### src/rtl/vec_mem_seq.sv
// Vector load/store memory sequencer: splits a 256-bit register into LANES word beats and gathers them back.
// Optional feature macro: VMEM_STRIDE_EN (adds a captured stride input; default stride is 1).
module vec_mem_seq #(
    parameter int LANES  = 16,
    parameter int WORD_W = 16,
    parameter int ADDR_W = 16
) (
    input  logic                    clk,
    input  logic                    rst,
    input  logic                    start,
    input  logic                    is_store,
    input  logic [ADDR_W-1:0]       base_addr,
`ifdef VMEM_STRIDE_EN
    input  logic [ADDR_W-1:0]       stride,
`endif
    input  logic [LANES*WORD_W-1:0] st_data,
    output logic                    busy,
    output logic                    done,
    output logic [LANES*WORD_W-1:0] ld_data,
    output logic                    mem_req,
    output logic                    mem_we,
    output logic [ADDR_W-1:0]       mem_addr,
    output logic [WORD_W-1:0]       mem_wdata,
    input  logic                    mem_gnt,
    input  logic                    mem_rvalid,
    input  logic [WORD_W-1:0]       mem_rdata
);

    localparam int CNT_W = $clog2(LANES + 1);
    localparam int IDX_W = (LANES > 1) ? $clog2(LANES) : 1;

    typedef enum logic [1:0] {
        S_IDLE  = 2'd0,
        S_ISSUE = 2'd1,
        S_DRAIN = 2'd2,
        S_DONE  = 2'd3
    } state_t;

    state_t                    state_q;
    logic [CNT_W-1:0]          iss_cnt_q;
    logic [CNT_W-1:0]          ret_cnt_q;
    logic [ADDR_W-1:0]         stride_q;
    logic [LANES*WORD_W-1:0]   st_vec_q;
    logic                      busy_q;
    logic                      done_q;
    logic [LANES*WORD_W-1:0]   ld_data_q;
    logic                      mem_req_q;
    logic                      mem_we_q;
    logic [ADDR_W-1:0]         mem_addr_q;
    logic [WORD_W-1:0]         mem_wdata_q;

    logic [ADDR_W-1:0]         stride_in_s;
    logic                      beat_s;
    logic                      ret_s;
    logic                      last_beat_s;
    logic                      rets_done_s;
    logic [CNT_W-1:0]          ret_nxt_s;
    logic [IDX_W-1:0]          ret_idx_s;

`ifdef VMEM_STRIDE_EN
    assign stride_in_s = stride;
`else
    assign stride_in_s = ADDR_W'(1);
`endif

    // Beat acceptance, in-range load returns and completion conditions.
    always_comb begin
        beat_s      = mem_req_q && mem_gnt;
        ret_s       = mem_rvalid && !mem_we_q
                      && ((state_q == S_ISSUE) || (state_q == S_DRAIN))
                      && (ret_cnt_q < CNT_W'(LANES));
        ret_nxt_s   = ret_cnt_q + {{(CNT_W-1){1'b0}}, ret_s};
        last_beat_s = beat_s && (iss_cnt_q == CNT_W'(LANES - 1));
        rets_done_s = (ret_nxt_s == CNT_W'(LANES));
        ret_idx_s   = ret_cnt_q[IDX_W-1:0];
    end

    // Sequencer FSM with registered memory-side and handshake outputs.
    always_ff @(posedge clk) begin
        if (rst) begin
            state_q     <= S_IDLE;
            iss_cnt_q   <= '0;
            ret_cnt_q   <= '0;
            stride_q    <= '0;
            st_vec_q    <= '0;
            busy_q      <= 1'b0;
            done_q      <= 1'b0;
            ld_data_q   <= '0;
            mem_req_q   <= 1'b0;
            mem_we_q    <= 1'b0;
            mem_addr_q  <= '0;
            mem_wdata_q <= '0;
        end else begin
            // Returns overlap issue, so gathering is shared by ISSUE and DRAIN.
            if (ret_s) begin
                ld_data_q[ret_idx_s*WORD_W +: WORD_W] <= mem_rdata;
                ret_cnt_q                             <= ret_nxt_s;
            end
            case (state_q)
                S_IDLE: begin
                    done_q <= 1'b0;
                    if (start) begin
                        state_q     <= S_ISSUE;
                        busy_q      <= 1'b1;
                        mem_req_q   <= 1'b1;
                        mem_we_q    <= is_store;
                        mem_addr_q  <= base_addr;
                        mem_wdata_q <= st_data[WORD_W-1:0];
                        st_vec_q    <= st_data >> WORD_W;
                        stride_q    <= stride_in_s;
                        iss_cnt_q   <= '0;
                        ret_cnt_q   <= '0;
                    end
                end
                S_ISSUE: begin
                    if (beat_s) begin
                        iss_cnt_q   <= iss_cnt_q + CNT_W'(1);
                        mem_addr_q  <= mem_addr_q + stride_q;
                        mem_wdata_q <= st_vec_q[WORD_W-1:0];
                        st_vec_q    <= st_vec_q >> WORD_W;
                    end
                    if (last_beat_s) begin
                        mem_req_q <= 1'b0;
                        if (mem_we_q || rets_done_s) begin
                            state_q  <= S_DONE;
                            busy_q   <= 1'b0;
                            done_q   <= 1'b1;
                            mem_we_q <= 1'b0;
                        end else begin
                            state_q <= S_DRAIN;
                        end
                    end
                end
                S_DRAIN: begin
                    if (rets_done_s) begin
                        state_q <= S_DONE;
                        busy_q  <= 1'b0;
                        done_q  <= 1'b1;
                    end
                end
                S_DONE: begin
                    done_q  <= 1'b0;
                    state_q <= S_IDLE;
                end
                default: begin
                    state_q   <= S_IDLE;
                    busy_q    <= 1'b0;
                    done_q    <= 1'b0;
                    mem_req_q <= 1'b0;
                    mem_we_q  <= 1'b0;
                end
            endcase
        end
    end

    assign busy      = busy_q;
    assign done      = done_q;
    assign ld_data   = ld_data_q;
    assign mem_req   = mem_req_q;
    assign mem_we    = mem_we_q;
    assign mem_addr  = mem_addr_q;
    assign mem_wdata = mem_wdata_q;

endmodule

### config.mk
export PLATFORM = sky130hd
export DESIGN_NAME = vec_mem_seq
export DESIGN_NICKNAME = d
export VERILOG_FILES = /design/src/rtl/vec_mem_seq.sv
export SDC_FILE = /design/constraint.sdc
export NUM_CORES = 1
export LEC_CHECK = 0
export CORE_AREA = 2 2 229 231
export DETAILED_ROUTE_END_ITERATION = 10
export DIE_AREA = 0 0 231 233
export PLACE_DENSITY = 0.73
export SETUP_SLACK_MARGIN = 0.1
export SLEW_MARGIN = 5
export SYNTH_ARGS = -nofsm -noshare
export SYNTH_HDL_FRONTEND = slang
export SYNTH_SLANG_ARGS = --single-unit
### constraint.sdc
create_clock -name clk -period 3.8 [get_ports clk]
set_input_delay 1.14 -clock clk [delete_from_list [all_inputs] [get_ports clk]]
set_output_delay 1.14 -clock clk [all_outputs]
set_load 0.01 [all_outputs]
### Word level (Yosys, flattened, before mapping)

Index checks and enable logic that the tools add are counted.

| word-level totals | value |
|---|---|
| register bits after elaboration | 561 |
| input bits | 294 |

| cells by class | value |
|---|---|
| add/sub/neg operators | 4 |
| order comparisons | 1 |
| equal/unequal tests | 10 |
| shift operators | 2 |
| multiplexer cells | 34 |
| reductions and logical operators | 19 |

Operator list:

| operator | number |
|---|---|
| $mux 256 | 2 |
| $pmux 256 s2 | 1 |
| $bwmux 256 | 1 |
| $shift 16x34->256 const A | 1 |
| $shiftx 16x34->256 | 1 |
| $mux 16 | 4 |
| $pmux 16 s2 | 2 |
| $neg 8->34 | 1 |
| $mux 5 | 5 |
| $add 16x1->16 | 1 |
| $reduce_and 3->1 | 4 |
| $mux 1 | 10 |
| $pmux 5 s2 | 1 |
| $ne 2x2->1 const B | 4 |
| $pmux 2 s4 | 1 |
| $mux 2 | 3 |
| $pmux 1 s3 | 2 |
| $add 5x1->5 | 1 |
| $add 5x1->5 const B | 1 |
| $eq 5x4->1 const B | 1 |
| $eq 5x5->1 const B | 1 |
| $logic_and 1x1->1 | 5 |
| $lt 5x5->1 const B | 1 |
| $reduce_and 5->1 | 1 |
| other kinds (12) | 15 |

### Longest topological paths before layout

| logic depth | value |
|---|---|
| depth after elaboration | 10 |
| gate-level depth with buffers | 11 |
| gate-level depth less buffers | 11 |

### Worst setup path before layout

OpenSTA, ideal clock, no wires.

| timing path | value |
|---|---|
| path type | in2reg |
| start point | input port mem_rvalid |
| end point | register busy_q (netlist: busy) |
| library setup time | 0.070 ns |
| arrival time | 2.825 ns |
| slack | 0.904 ns |
| stages | 9 |
| cell sequence | nand4bb_4 > inv_2 > ha_1 > ha_1 > nor2_1 > nand3_1 > o211a_1 > or4_1 > a21oi_1 |

| on the way | value |
|---|---|
| cells in the longest elaborated chain, start to end | 8 |

Ends and longest elaborated chain:

| element | line | text |
|---|---|---|
| start: declaration | 25 | `input logic mem_rvalid,` |
| $logic_and 1x1->1 (*) | 69 | `ret_s = mem_rvalid && !mem_we_q` |
| $logic_and 1x1->1 (*) | 70 | `&& ((state_q == S_ISSUE) \|\| (state_q == S_DRAIN))` |
| $logic_and 1x1->1 (*) | 71 | `&& (ret_cnt_q < CNT_W'(LANES));` |
| $add 5x1->5 (*) | 72 | `ret_nxt_s = ret_cnt_q + {{(CNT_W-1){1'b0}}, ret_s};` |
| $eq 5x5->1 (*) | 74 | `rets_done_s = (ret_nxt_s == CNT_W'(LANES));` |
| $logic_or 1x1->1 | 124 | `if (mem_we_q \|\| rets_done_s) begin` |
| $ne 2x1->1 (no line) | - |  |
| $reduce_and 5->1 (no line) (*) | - |  |
| end signal: assignment | 86 | `busy_q <= 1'b0;` |
| end signal: assignment | 126 | `busy_q <= 1'b0;` |
| end signal: assignment | 137 | `busy_q <= 1'b0;` |
| end: declaration | 44 | `logic busy_q;` |

Every way passes the cells marked *; elsewhere a longest branch is shown, timed or not.
A chain may end at the register's enable or synchronous reset.

### Final worst setup path

| timing path | value |
|---|---|
| start point | register ret_cnt_q[0] |
| end point | register ld_data_q[230] (netlist: ld_data[230]) |

| on the way | value |
|---|---|
| cells in the longest elaborated chain, start to end | 3 |

Ends and longest elaborated chain:

| element | line | text |
|---|---|---|
| start: declaration | 41 | `logic [CNT_W-1:0] ret_cnt_q;` |
| start signal: assignment | 97 | `ret_cnt_q <= ret_nxt_s;` |
| $neg 8->34 | 96 | `ld_data_q[ret_idx_s*WORD_W +: WORD_W] <= mem_rdata;` |
| $shiftx 16x34->256 / $shift 16x34->256 (equally long branches) | 96 |  |
| $bwmux 256 | 96 |  |
| end signal: indexed assignment | 96 |  |
| end: declaration | 46 | `logic [LANES*WORD_W-1:0] ld_data_q;` |

Parallel ways exist; a longest one is shown, timed or not.

==> run summary <==
WORST SETUP PATH
-------------------------------------------------------------------------------------------
Crit path to ................................................................. ld_data[230]
Arrival @ worst endpoint .....................................................      3.90 ns
CP Capture Type ..............................................................    flip-flop
Worst endpoint required time .................................................      4.32 ns
R2R depth ....................................................................            7
Start point of the critical path ............................................. ret_cnt_q[0]
Worst Setup Start Kind .......................................................    flip-flop
Stage delay of the slowest cell on the critical path .........................      0.90 ns
RR Startpoint ................................................................ ret_cnt_q[0]
Setup slack, reg-to-reg ......................................................      0.41 ns
Cells along the critical path ................................................ buf_4 -> inv_1 -> ha_1 -> nor3b_2 -> and2_1 -> nand3_1 -> a21oi_1
Worst reg2reg path endpoint .................................................. ld_data[230]
Worst setup path category .................................................... flip-flop to flip-flop
Critical path peak fanout ....................................................           26
Cell with the largest stage delay on the worst path .......................... sky130_fd_sc_hd__ha_1

DRT
-------------------------------------------------------------------------------------------
Via total after detailed routing .............................................        20200
Number of design-rule violations left by the first detailed-router iteration .         1594
# DRC ........................................................................            0
WL/cell ......................................................................      19.9 um
First-pass iteration count of the detailed router ............................            6
Routed Wire Length ...........................................................     73500 um
Via density per instance .....................................................         5.46
Count of nets left with antenna violations after detail routing ..............            0

YOSYS
-------------------------------------------------------------------------------------------
Total number of yosys warnings ...............................................            0
Async set or reset register ratio after synthesis ............................           0%
Synth Instances ..............................................................         2497
Leading register cell type out of synthesis .................................. sky130_fd_sc_hd__dfxtp_1
Mean instance size in the synthesized netlist ................................     9.04 um2
Number of nets in the synthesized netlist ....................................         2803
Post-synthesis cell type count ...............................................           64
Count of state elements after synthesis ......................................          545
Mapped Area ..................................................................    22600 um2
Sequential share of the synthesized area .....................................        48.4%
Number of synthesized flops with an enable pin ...............................            0

CLOCK TREE
-------------------------------------------------------------------------------------------
Clock Latency Late Sink ......................................................      0.60 ns
Clock tree from TritonCTS ....................................................          yes
Hold Buf Count CTS ...........................................................            0
Number of clock buffers inserted by TritonCTS ................................           56
Post-CTS setup buffer count ..................................................            0
Count of H-tree levels built during CTS ......................................            2
CTS max path bufs ............................................................            3
Resized cells post-CTS .......................................................            0
Sinks on the clock net .......................................................          545
Master cell of the clock root buffer ......................................... sky130_fd_sc_hd__clkbuf_16
Clock edge transition at the registers on the reported setup and hold paths ..      0.06 ns

HOLD PATH
-------------------------------------------------------------------------------------------
Worst Hold Class ............................................................. flip-flop to flip-flop

PLACED DESIGN
-------------------------------------------------------------------------------------------
Pre-CTS WS ...................................................................     0.205 ns
Placed wire-length estimate ..................................................     51800 um
RePlAce Congestion ...........................................................        0.888
Port-buffer cells ............................................................          585
Placed Cells incl. Taps ......................................................         3578

FINAL LAYOUT
-------------------------------------------------------------------------------------------
Synthesis-to-layout area growth ..............................................        36.2%
Final design utilization .....................................................        60.1%
Net count reported at finish .................................................         3262
Fraction of final layout cells sized beyond drive strength 1 .................        5.53%
Fill cell total of the finished layout .......................................         4452
Combined area of the multi-input logic cells .................................    10600 um2
Sequential cell area .........................................................    10900 um2
Post-route insts no fill .....................................................         3696

FLOORPLAN
-------------------------------------------------------------------------------------------
# IOs ........................................................................          586
Die ar. ......................................................................    53800 um2
Placeable core area ..........................................................    51100 um2
Die outline height ...........................................................       233 um
Die Wd .......................................................................       231 um
Initial core utilization .....................................................        44.2%
Cell row count ...............................................................           83

GRT
-------------------------------------------------------------------------------------------
M2 GR Usage ..................................................................        43.3%
Number of antenna violations at the first check in global routing ............           18
Met1 routing resource usage after global routing .............................        32.8%
Global-route track usage on met3 .............................................        5.12%
Layer with the highest usage .................................................         met2
Tot GR Track Use .............................................................        26.3%
GR Overflow Total ............................................................            0
Maximum number of pins on one net before global-route repair .................          221
Global-route wire length before repair .......................................    111000 um
Via count of the first global-routing pass ...................................        19400

STA
-------------------------------------------------------------------------------------------
Worst hold slack after final layout ..........................................     0.452 ns
Final hold violation count ...................................................            0
RSZ-0062 raised after global routing .........................................           no
Clock period minus final worst setup slack ...................................      3.39 ns
Setup violators final ........................................................            0
Worst Tran Pin Value .........................................................      1.09 ns
Minimum setup slack in the final design ......................................     0.411 ns
Relative max-transition margin ...............................................        27.4%
Period utilisation layout ....................................................        89.2%
Largest clock skew in the final design .......................................    0.0197 ns
Total negative slack for setup checks ........................................         0 ns
Count of pins over their slew limit ..........................................            0
FMAX .........................................................................    0.295 GHz

POWER
-------------------------------------------------------------------------------------------
Largest vdd supply drop ......................................................       517 uV
Cell leakage power ...........................................................      11.1 nW
Switching share of total power ...............................................        35.3%
Combinational share of power .................................................        35.2%
Switch Pwr ...................................................................      7.58 mW
Int Pwr ......................................................................      13.9 mW
Power Density ................................................................   699 nW/um2
Power share of the clock group ...............................................        26.4%
Flop pwr share ...............................................................        38.4%

RUN
-------------------------------------------------------------------------------------------
# Max-Cap Violations .........................................................            0

STATUS
-------------------------------------------------------------------------------------------
Status ....................................................................... finished, final reports clean

## power by group through the flow
stage	Clock, mW	Sequential, mW	Combinational, mW
after global routing	6.00	8.43	8.36
final	5.68	8.26	7.56
after global placement	0	8.28	7.34
after detailed placement	0	8.36	7.52
after CTS	5.77	8.24	7.57
after floorplan	0	8.11	5.46
## layout make-up
type                            count  share of cell area [%]
Sequential cell                   545                    35.5
Timing Repair Buffer              631                    20.8
Clock inverter                     23                   0.757
Antenna cell                       15                   0.122
Multi-Input combinational cell   1711                    34.4
Inverter                           11                   0.134
Tap cell                          680                    2.77
Clock buffer                       80                    5.51
## sequential cells by signal (all words and copies together), names as in the netlist, 2 cells and up
name and count:
st_vec_q 240, iss_cnt_q 5, state_q 2, mem_wdata 16, ld_data 256, ret_cnt_q 5, mem_addr 16
## synth_stat cells, drive strengths merged, types with 2 or more instances
| master | n | share of area (%) |
|---|---|---|
| a211o | 2 | 0.078 |
| a211oi | 246 | 8.3 |
| a21o | 5 | 0.17 |
| a21oi | 168 | 3.7 |
| a22oi | 17 | 0.57 |
| a311oi | 4 | 0.16 |
| and2 | 22 | 0.61 |
| and3 | 25 | 0.69 |
| and4 | 2 | 0.078 |
| buf | 99 | 2.5 |
| clkbuf | 131 | 2.2 |
| dfxtp | 545 | 48 |
| ha | 12 | 0.67 |
| inv | 10 | 0.17 |
| mux2i | 292 | 13 |
| nand2 | 259 | 4.3 |
| nand2b | 5 | 0.14 |
| nand3 | 109 | 2.5 |
| nand3b | 65 | 2.2 |
| nand4 | 6 | 0.17 |
| nor2 | 328 | 5.5 |
| nor2b | 7 | 0.19 |
| nor3 | 14 | 0.35 |
| nor3b | 5 | 0.26 |
| nor4 | 4 | 0.11 |
| o21a | 2 | 0.067 |
| o21ai | 81 | 1.8 |
| o2bb2ai | 2 | 0.078 |
| o32ai | 3 | 0.12 |
| or3 | 2 | 0.055 |
| or4 | 2 | 0.067 |
| xnor2 | 2 | 0.078 |
| xor2 | 3 | 0.12 |
## stage by stage
| stage | power (mW) | cell area [um2] |
|---|---|---|
| 3_5_place_dp | 15.9 | 28800 |
| 6_report | 21.5 | 30700 |
| 3_3_place_gp | 15.6 | 28800 |
| 5_1_grt | 22.8 | 30700 |
| 4_1_cts | 21.6 | 30700 |
| 2_1_floorplan | 13.6 | 22600 |
## worst max-delay path, delay by kind of cell, from the launching register on
family / cells / cell delay (ns)
compound gates: 1 / 0.19
fa+ha+maj: 1 / 0.90
buf+inv: 2 / 0.47
flops: 1 / 0.34
simple gates: 3 / 1.40
## placed cells by master, fill, tap and decap left out, types with 32 or more instances in the layout
cell type	synthesis	routed
sky130_fd_sc_hd__a211oi_1	244	244
sky130_fd_sc_hd__a21oi_1	168	168
sky130_fd_sc_hd__buf_4	14	32
sky130_fd_sc_hd__clkbuf_16	0	57
sky130_fd_sc_hd__clkdlybuf4s50_1	0	584
sky130_fd_sc_hd__dfxtp_1	545	545
sky130_fd_sc_hd__mux2i_1	292	292
sky130_fd_sc_hd__nand2_1	257	257
sky130_fd_sc_hd__nand3_1	108	108
sky130_fd_sc_hd__nand3b_1	65	65
sky130_fd_sc_hd__nor2_1	327	325
sky130_fd_sc_hd__o21ai_0	46	46
sky130_fd_sc_hd__o21ai_1	34	34
## worst min path at each step
stage / cells after the start / endpoint / from
3_3_place_gp: 2 / iss_cnt_q[4] / iss_cnt_q[4]
2_1_floorplan: 2 / iss_cnt_q[4] / iss_cnt_q[4]
5_1_grt: 2 / ld_data[136] / ld_data[136]
4_1_cts: 2 / ld_data[136] / ld_data[136]
3_5_place_dp: 2 / ld_data[136] / ld_data[136]
6_report: 2 / ld_data[217] / ld_data[217]
## per-layer routing
metal,vias to the layer above,routed length (um)
li1,9762,-
met1,9467,29700
met2,761,35300
met3,196,5270
met4,4,3290
met5,-,27
## cell families (layout without fill, tap and decap cells)
| family | Yosys count | after routing | share of synthesized area, % |
|---|---|---|---|
| xor+xnor | 5 | 5 | 0.194 |
| other cells | 0 | 15 | 0 |
| simple gates | 862 | 862 | 17.5 |
| mux | 292 | 292 | 13.0 |
| buf+inv | 241 | 745 | 4.87 |
| fa+ha+maj | 12 | 12 | 0.665 |
| compound gates | 540 | 540 | 15.4 |
| flops | 545 | 545 | 48.4 |
Note: power is estimated with default switching activity, not from simulation.
